`src/rtl/digit_scan_ctrl.sv`:
```
// digit_scan_ctrl: multiplexed display digit scanner.
// Sequences NUM_DIGITS digits, each holding its cathode enable for DWELL_CYCLES and then
// keeping all cathodes off for BLANK_CYCLES (anti-ghosting gap). Only digits with their
// digit_mask bit set are visited. frame_done pulses when the scan wraps back to a lower
// or equal digit index.
// Optional feature macro: SCAN_BRIGHTNESS_EN adds a 4-bit brightness input that shortens
// the lit portion of each dwell without changing the dwell length.
// Ports:
//   slow_clock  in   clock, rising edge
//   reset       in   synchronous, active-high
//   enable      in   1 = scan runs, 0 = stop with all cathodes off
//   digit_mask  in   bit k = 1 -> digit k is scanned
//   brightness  in   (SCAN_BRIGHTNESS_EN only) lit fraction of dwell, (brightness+1)/16
//   SEL         out  index of current digit
//   CAT         out  one-hot cathode enable, SEL=k -> CAT[NUM_DIGITS-1-k]
//   blank       out  1 whenever CAT == 0
//   frame_done  out  one-cycle pulse when the scan wraps
module digit_scan_ctrl #(
  parameter int unsigned NUM_DIGITS   = 4,
  parameter int unsigned DWELL_CYCLES = 1000,
  parameter int unsigned BLANK_CYCLES = 8,
  localparam int unsigned SEL_W       = $clog2(NUM_DIGITS)
) (
  input  logic                  slow_clock,
  input  logic                  reset,
  input  logic                  enable,
  input  logic [NUM_DIGITS-1:0] digit_mask,
`ifdef SCAN_BRIGHTNESS_EN
  input  logic [3:0]            brightness,
`endif
  output logic [SEL_W-1:0]      SEL,
  output logic [NUM_DIGITS-1:0] CAT,
  output logic                  blank,
  output logic                  frame_done
);

  localparam int unsigned MAX_CYC = (DWELL_CYCLES > BLANK_CYCLES) ? DWELL_CYCLES : BLANK_CYCLES;
  localparam int unsigned CNT_W   = $clog2(MAX_CYC + 1);

  typedef enum logic [1:0] {
    IDLE  = 2'd0,
    DWELL = 2'd1,
    BLANK = 2'd2
  } state_t;

  state_t                state_q, state_d;
  logic [SEL_W-1:0]      sel_q, sel_d;
  logic [NUM_DIGITS-1:0] cat_q, cat_d;
  logic                  blank_q, blank_d;
  logic                  fd_q, fd_d;
  logic [CNT_W-1:0]      cnt_q, cnt_d;

  logic [SEL_W-1:0]      low_c;
  logic [SEL_W-1:0]      hi_c;
  logic                  hi_found_c;
  logic                  mask_nz_c;
  logic                  adv_c;

`ifdef SCAN_BRIGHTNESS_EN
  logic [CNT_W-1:0]      on_q, on_d;
  logic [CNT_W-1:0]      on_calc_c;
  int unsigned           on_prod_c;

  // Lit cycles per dwell: max(1, (brightness+1)*DWELL_CYCLES/16).
  always_comb begin
    on_prod_c = ((32'(brightness) + 32'd1) * DWELL_CYCLES) >> 4;
    if (on_prod_c == 32'd0) begin
      on_prod_c = 32'd1;
    end
    on_calc_c = CNT_W'(on_prod_c);
  end
`endif

  // One-hot cathode for a digit index; digit 0 drives the MSB.
  function automatic logic [NUM_DIGITS-1:0] cat_for(input logic [SEL_W-1:0] s);
    logic [NUM_DIGITS-1:0] v;
    v = '0;
    for (int k = 0; k < NUM_DIGITS; k++) begin
      if (s == SEL_W'(k)) begin
        v[NUM_DIGITS-1-k] = 1'b1;
      end
    end
    return v;
  endfunction

  // Lowest enabled digit, and lowest enabled digit strictly above the current one.
  always_comb begin
    low_c      = '0;
    hi_c       = '0;
    hi_found_c = 1'b0;
    mask_nz_c  = |digit_mask;
    for (int i = NUM_DIGITS - 1; i >= 0; i--) begin
      if (digit_mask[i]) begin
        low_c = SEL_W'(i);
        if (i > int'(sel_q)) begin
          hi_c       = SEL_W'(i);
          hi_found_c = 1'b1;
        end
      end
    end
  end

  // Next-state and output logic.
  always_comb begin
    state_d = state_q;
    sel_d   = sel_q;
    cat_d   = cat_q;
    cnt_d   = cnt_q;
    fd_d    = 1'b0;
    adv_c   = 1'b0;
`ifdef SCAN_BRIGHTNESS_EN
    on_d    = on_q;
`endif

    unique case (state_q)
      IDLE: begin
        cat_d = '0;
        cnt_d = '0;
        if (enable && mask_nz_c) begin
          state_d = DWELL;
          sel_d   = low_c;
          cat_d   = cat_for(low_c);
`ifdef SCAN_BRIGHTNESS_EN
          on_d    = on_calc_c;
`endif
        end
      end

      DWELL: begin
        if (cnt_q == CNT_W'(DWELL_CYCLES - 1)) begin
          cnt_d = '0;
          if (BLANK_CYCLES == 0) begin
            adv_c = 1'b1;
          end else begin
            state_d = BLANK;
            cat_d   = '0;
          end
        end else begin
          cnt_d = cnt_q + CNT_W'(1);
`ifdef SCAN_BRIGHTNESS_EN
          // Cathode stays lit while the upcoming dwell cycle index is below the lit count.
          cat_d = ((32'(cnt_q) + 32'd1) < 32'(on_q)) ? cat_for(sel_q) : '0;
`else
          cat_d = cat_for(sel_q);
`endif
        end
      end

      BLANK: begin
        cat_d = '0;
        if (cnt_q == CNT_W'(BLANK_CYCLES - 1)) begin
          cnt_d = '0;
          adv_c = 1'b1;
        end else begin
          cnt_d = cnt_q + CNT_W'(1);
        end
      end

      default: begin
        state_d = IDLE;
        cat_d   = '0;
        cnt_d   = '0;
      end
    endcase

    // End of a digit period: the mask is sampled here only.
    if (adv_c) begin
      if (!mask_nz_c) begin
        state_d = IDLE;
        cat_d   = '0;
      end else begin
        state_d = DWELL;
        sel_d   = hi_found_c ? hi_c : low_c;
        cat_d   = cat_for(hi_found_c ? hi_c : low_c);
        fd_d    = !hi_found_c;
`ifdef SCAN_BRIGHTNESS_EN
        on_d    = on_calc_c;
`endif
      end
    end

    // Stop overrides everything except reset; SEL is kept.
    if (!enable) begin
      state_d = IDLE;
      sel_d   = sel_q;
      cat_d   = '0;
      cnt_d   = '0;
      fd_d    = 1'b0;
    end

    blank_d = (cat_d == '0);
  end

  // State and output registers.
  always_ff @(posedge slow_clock) begin
    if (reset) begin
      state_q <= IDLE;
      sel_q   <= '0;
      cat_q   <= '0;
      blank_q <= 1'b1;
      fd_q    <= 1'b0;
      cnt_q   <= '0;
`ifdef SCAN_BRIGHTNESS_EN
      on_q    <= '0;
`endif
    end else begin
      state_q <= state_d;
      sel_q   <= sel_d;
      cat_q   <= cat_d;
      blank_q <= blank_d;
      fd_q    <= fd_d;
      cnt_q   <= cnt_d;
`ifdef SCAN_BRIGHTNESS_EN
      on_q    <= on_d;
`endif
    end
  end

  assign SEL        = sel_q;
  assign CAT        = cat_q;
  assign blank      = blank_q;
  assign frame_done = fd_q;

endmodule

```
`config.mk`:
```
export PLATFORM = sky130hd
export DESIGN_NAME = digit_scan_ctrl
export DESIGN_NICKNAME = d
export VERILOG_FILES = /design/src/rtl/digit_scan_ctrl.sv
export SDC_FILE = /design/constraint.sdc
export NUM_CORES = 1
export LEC_CHECK = 0
export CORE_MARGIN = 2
export CORE_UTILIZATION = 25
export CTS_CLUSTER_SIZE = 40
export DETAILED_ROUTE_END_ITERATION = 10
export DONT_BUFFER_PORTS = 1
export RECOVER_POWER = 25
export SYNTH_ARGS = -nofsm -noshare
export SYNTH_HDL_FRONTEND = slang
export SYNTH_SLANG_ARGS = --single-unit
```
`constraint.sdc`:
```
create_clock -name slow_clock -period 2.1 [get_ports slow_clock]
set_input_delay 0.315 -clock slow_clock [delete_from_list [all_inputs] [get_ports slow_clock]]
set_output_delay 0.315 -clock slow_clock [all_outputs]
set_load 0.01 [all_outputs]
```
== Word-level counts from Yosys, hierarchy flattened ==
Index checks and enable logic that the tools add are counted.
Word-level totals
  output and inout bits: 8
  logic and storage cells: 89
  bits of input ports: 7
  bits in registers: 20
Cells by class
  order comparisons: 3
  bitwise gates (word level): 3
  equal/unequal tests: 16
  reductions and logical operators: 11
  add/subtract/negate cells: 1
  multiplexer cells: 49
Operators with widths (number)
  2-bit 2-to-1 mux: 18
  1-bit 2-to-1 mux: 21
  10-bit 2-to-1 mux: 2
  4-bit 2-to-1 mux: 5
  10-bit case mux with 2 select lines: 1
  2-bit == test (second input constant): 7
  10-bit by 1-bit adder with 10-bit output (second input constant): 1
  10-bit == test (second input constant): 1
  10-bit by 3-bit == test with 1-bit output (second input constant): 1
  2-bit by 1-bit == test with 1-bit output (second input constant): 4
  2-bit logical NOT: 4
  4-bit case mux with 2 select lines: 1
  4-bit OR reduction: 2
  3-bit inequality test (second input constant): 2
  2-bit case mux with 3 select lines: 1
  2-bit greater-than comparator (first input constant): 2
  4-bit logical NOT: 1
  1-bit NOT: 3
  3-bit AND reduction: 1
  1-bit by 2-bit greater-than comparator with 1-bit output (first input constant): 1
  2-bit inequality test (second input constant): 1
  2-bit OR reduction: 1
  1-bit logical AND: 1
  1-bit logical NOT: 1

== Longest topological paths before layout ==
  word-level depth: 14
  gate-level depth with buffers: 8
  gate-level depth less buffers: 7

== Worst setup path after synthesis ==
OpenSTA, ideal clock, no wires.
  path type: reg2reg
  from: register cnt_q[0]
  to: register state_q[0]
  stages on the path, launching flop included: 8
  slack: 0.282 ns
  path buffers: 1
  data required time: 2.034 ns
  arrival: 1.752 ns
  clock period less this slack: 1.818 ns
  path through: dfxtp_1 > ha_1 > nor4bb_1 > buf_4 > nand3_2 > a221o_1 > a22o_1 > a21oi_2
On the way
  word-level cells in the longest chain between the ends: 5
  elaborated cells on any way between the ends: 9
Ends and longest elaborated chain
  start, declared: RTL line 51  | logic [CNT_W-1:0] cnt_q, cnt_d;
  start signal, assigned: RTL line 212  | cnt_q <= cnt_d;
  10-bit by 3-bit == test with 1-bit output: RTL line 151  | if (cnt_q == CNT_W'(BLANK_CYCLES - 1)) begin
  1-bit 2-to-1 mux: RTL line 151
  1-bit 2-to-1 mux: RTL line 115  | unique case (state_q)
  3-bit inequality test (no source line) / 2-bit inequality test (equally long branches)
  3-bit AND reduction (no source line)
  end signal, assigned: RTL line 207  | state_q <= state_d;
  end, declared: RTL line 46  | state_t state_q, state_d;
Several ways; a longest one is shown, not always the timed one.
A chain may end at the register's enable or synchronous reset.

== Worst setup path after layout ==
Same ends and word-level chain as after synthesis.

==> results.json <==
{
  "n_antenna_cell": 0,
  "hold-path-cell-count": 1,
  "nFillCells": 517,
  "swShare_pct": 24.0,
  "clkLatencyLatePin_ps": 260,
  "maxCapViolCount": 0,
  "grt_pass1_vias": 933,
  "crit_start": "cnt_q[0]",
  "final_cells": 220,
  "synth_area_leaders": "dfxtp_1 (33%), nor2_1 (5.8%), xnor2_1 (4.3%)",
  "hold_class": "primary input to flop",
  "crit_fanout": 8,
  "h-tree-depth": 1,
  "period_share_pct": 92.6,
  "port_buffers": 0,
  "min_from": "reset",
  "drc": 0,
  "cellPowerDensity_mw_per_mm2": 572,
  "regArea_um2": 400,
  "drive_gt1_share_pct": 9.15,
  "combPwrFrac_pct": 11.1,
  "p_seq_share_pct": 51.0,
  "num-nets-final": 165,
  "die_y_um": 74.1,
  "pre_cts_slack_ps": 161,
  "die_w_um": 74.1,
  "start_util_pct": 26.0,
  "layout_setup_ws_ps": 155,
  "synth_cell_types": 46,
  "synthFlopType": "dfxtp_1",
  "cts.sinks": 20,
  "synthArstFlopShare_pct": 0,
  "max_slew_margin_pct": 56.1,
  "ys_ff_latch": 20,
  "synthCells": 154,
  "timing.final.hold_violations": 0,
  "ios": 15,
  "grt_max_degree": 13,
  "cp-end-kind": "flop",
  "yosysWarnings": 0,
  "drv_slew": 0,
  "dieArea_mm2": 0.00549,
  "totalPowerFinal_uw": 782,
  "cts_hold_buf": 0,
  "cts_tree": "built",
  "syn_to_final_growth_pct": 11.3,
  "r2r-start": "cnt_q[0]",
  "clk_path_buf_depth": 2,
  "clkPwrFrac_pct": 38.0,
  "antenna_found_initial": 0,
  "path_clk_slew_ps": 70,
  "dr.pass1.iters": 4,
  "p_int_uw": 594,
  "r2r_cells": 7,
  "grt.total_usage_pct": 10.5,
  "critPathLaunchType": "flop",
  "gr-total-overflow": 0,
  "yosysMostFrequentCell": "dfxtp_1",
  "rows": 25,
  "drt-initial-drc-count": 47,
  "skew_ps": 2.19,
  "vias_per_cell": 5.03,
  "wl_per_cell_um": 12.3,
  "clockRootBuffer": "clkbuf_8",
  "num_vias": 1106,
  "grt_pass1_wl_um": 4380,
  "fmax_ghz": 0.514,
  "ant_nets": 0,
  "worstPathRequired_ps": 2300,
  "coreArea_mm2": 0.00472,
  "synth_enable_flop_cells": 0,
  "wl_um": 2710,
  "ys_seq_area_share_pct": 32.6,
  "fin_setup_tns_ps": 0,
  "period_needed_ps": 1950,
  "gp_congestion": 0.744,
  "avgSynthCellArea_um2": 7.98,
  "cp.arrival_ps": 2140,
  "syn_area_mm2": 0.00123,
  "multi_input_area_um2": 776,
  "synth_top_area_share_pct": 32.6,
  "p_sw_uw": 188,
  "cts_buffers": 3,
  "critPathKind": "flop to flop",
  "grt_setup_unrepaired": "false",
  "hold_slack_ps": 116,
  "p_leak_uw": 0.000463,
  "status": "finished, final reports clean",
  "synth_top_cell_by_area": "dfxtp_1",
  "peakVddDrop_mv": 0.152,
  "worstMarginPinSlew_ps": 652,
  "placed_cells": 214,
  "setup-violations-final": 0,
  "synth.net_count": 165,
  "place_hpwl_um": 1940,
  "netlist_top_cells_count": "dfxtp_1 (20), nor2_1 (19), nand2_1 (10), nand3_1 (8)"
}
## repair_timing
item,CTS,global route
buffers inserted,0,2
resized for setup,0,1
endpoints found under the setup margin,0,3
## power by group through the flow
stage	Sequential (uW)	Combinational (uW)	Clock (uW)
2_1_floorplan	400	81.2	0
4_1_cts	399	85.2	311
3_5_place_dp	408	84.3	0
3_3_place_gp	407	85.1	0
5_1_grt	400	97.9	324
6_report	398	86.4	297
## flip-flops by register name (all words and copies together), names as in the netlist
name,cells
cnt_q,10
CAT,4
SEL,2
state_q,2
blank,1
frame_done,1
## stage by stage
step	instance area, um2	util, %
6_report	1370	29.0
5_1_grt	1370	29.0
4_1_cts	1340	28.5
3_5_place_dp	1290	27.3
3_3_place_gp	1290	27.3
2_1_floorplan	1230	-
## kinds of logic (layout without fill, tap and decap cells)
| kind of cell | after synthesis | after routing | synth area share [%] |
|---|---|---|---|
| XOR/XNOR | 8 | 8 | 5.70 |
| flip-flops | 20 | 20 | 32.6 |
| AND/OR/NAND/NOR | 70 | 70 | 30.7 |
| buffers and inverters | 15 | 14 | 4.99 |
| AO/OA/AOI/OAI | 37 | 37 | 22.0 |
| adder cells (fa/ha/maj) | 4 | 4 | 4.07 |
## cell type report
cell class	instances	area share, %
well taps	67	6.13
multi-input cells	119	56.7
clock buffers	4	4.03
inverters	6	1.65
repair buffers	4	2.20
flip-flops and latches	20	29.3
## worst paths after layout
path | slack, ps | end
worst max register to register | 150 | state_q[0]
worst max-delay path | 150 | state_q[0]
worst min register to register | 450 | cnt_q[0]
worst min-delay path | 120 | SEL[1]
## worst max-delay path, cell delays in order, from the launching register on
cell and delay (ps):
dfxtp_1 350, ha_1 190, nor4bb_1 270, buf_4 210, nand3_1 100, a221o_1 360, a22o_1 260, a21oi_2 140
## layout by cell type, fill, tap and decap left out, types with 3 or more instances in the layout
| cell type | netlist | routed |
|---|---|---|
| dfxtp_1 | 20 | 20 |
| nor2_1 | 19 | 19 |
| nand2_1 | 10 | 10 |
| nand3_1 | 8 | 8 |
| and2_1 | 7 | 7 |
| inv_1 | 6 | 6 |
| xnor2_1 | 6 | 6 |
| a21oi_1 | 6 | 6 |
| a31oi_1 | 5 | 5 |
| nor2b_1 | 4 | 4 |
| o221ai_1 | 4 | 4 |
| o21ai_0 | 4 | 4 |
| ha_1 | 4 | 4 |
| clkbuf_8 | 0 | 4 |
| buf_4 | 1 | 4 |
| and3_1 | 3 | 3 |
| nand2b_1 | 3 | 3 |
## routing by layer
layer | track usage (%) | vias up | routed length [um]
met5 | 0 | - | 0
met4 | 6.67 | 0 | 72
met3 | 3.52 | 5 | 237
met2 | 14.5 | 33 | 1120
met1 | 14.0 | 517 | 1280
li1 | - | 551 | -
(Power assumes the default switching activity.)
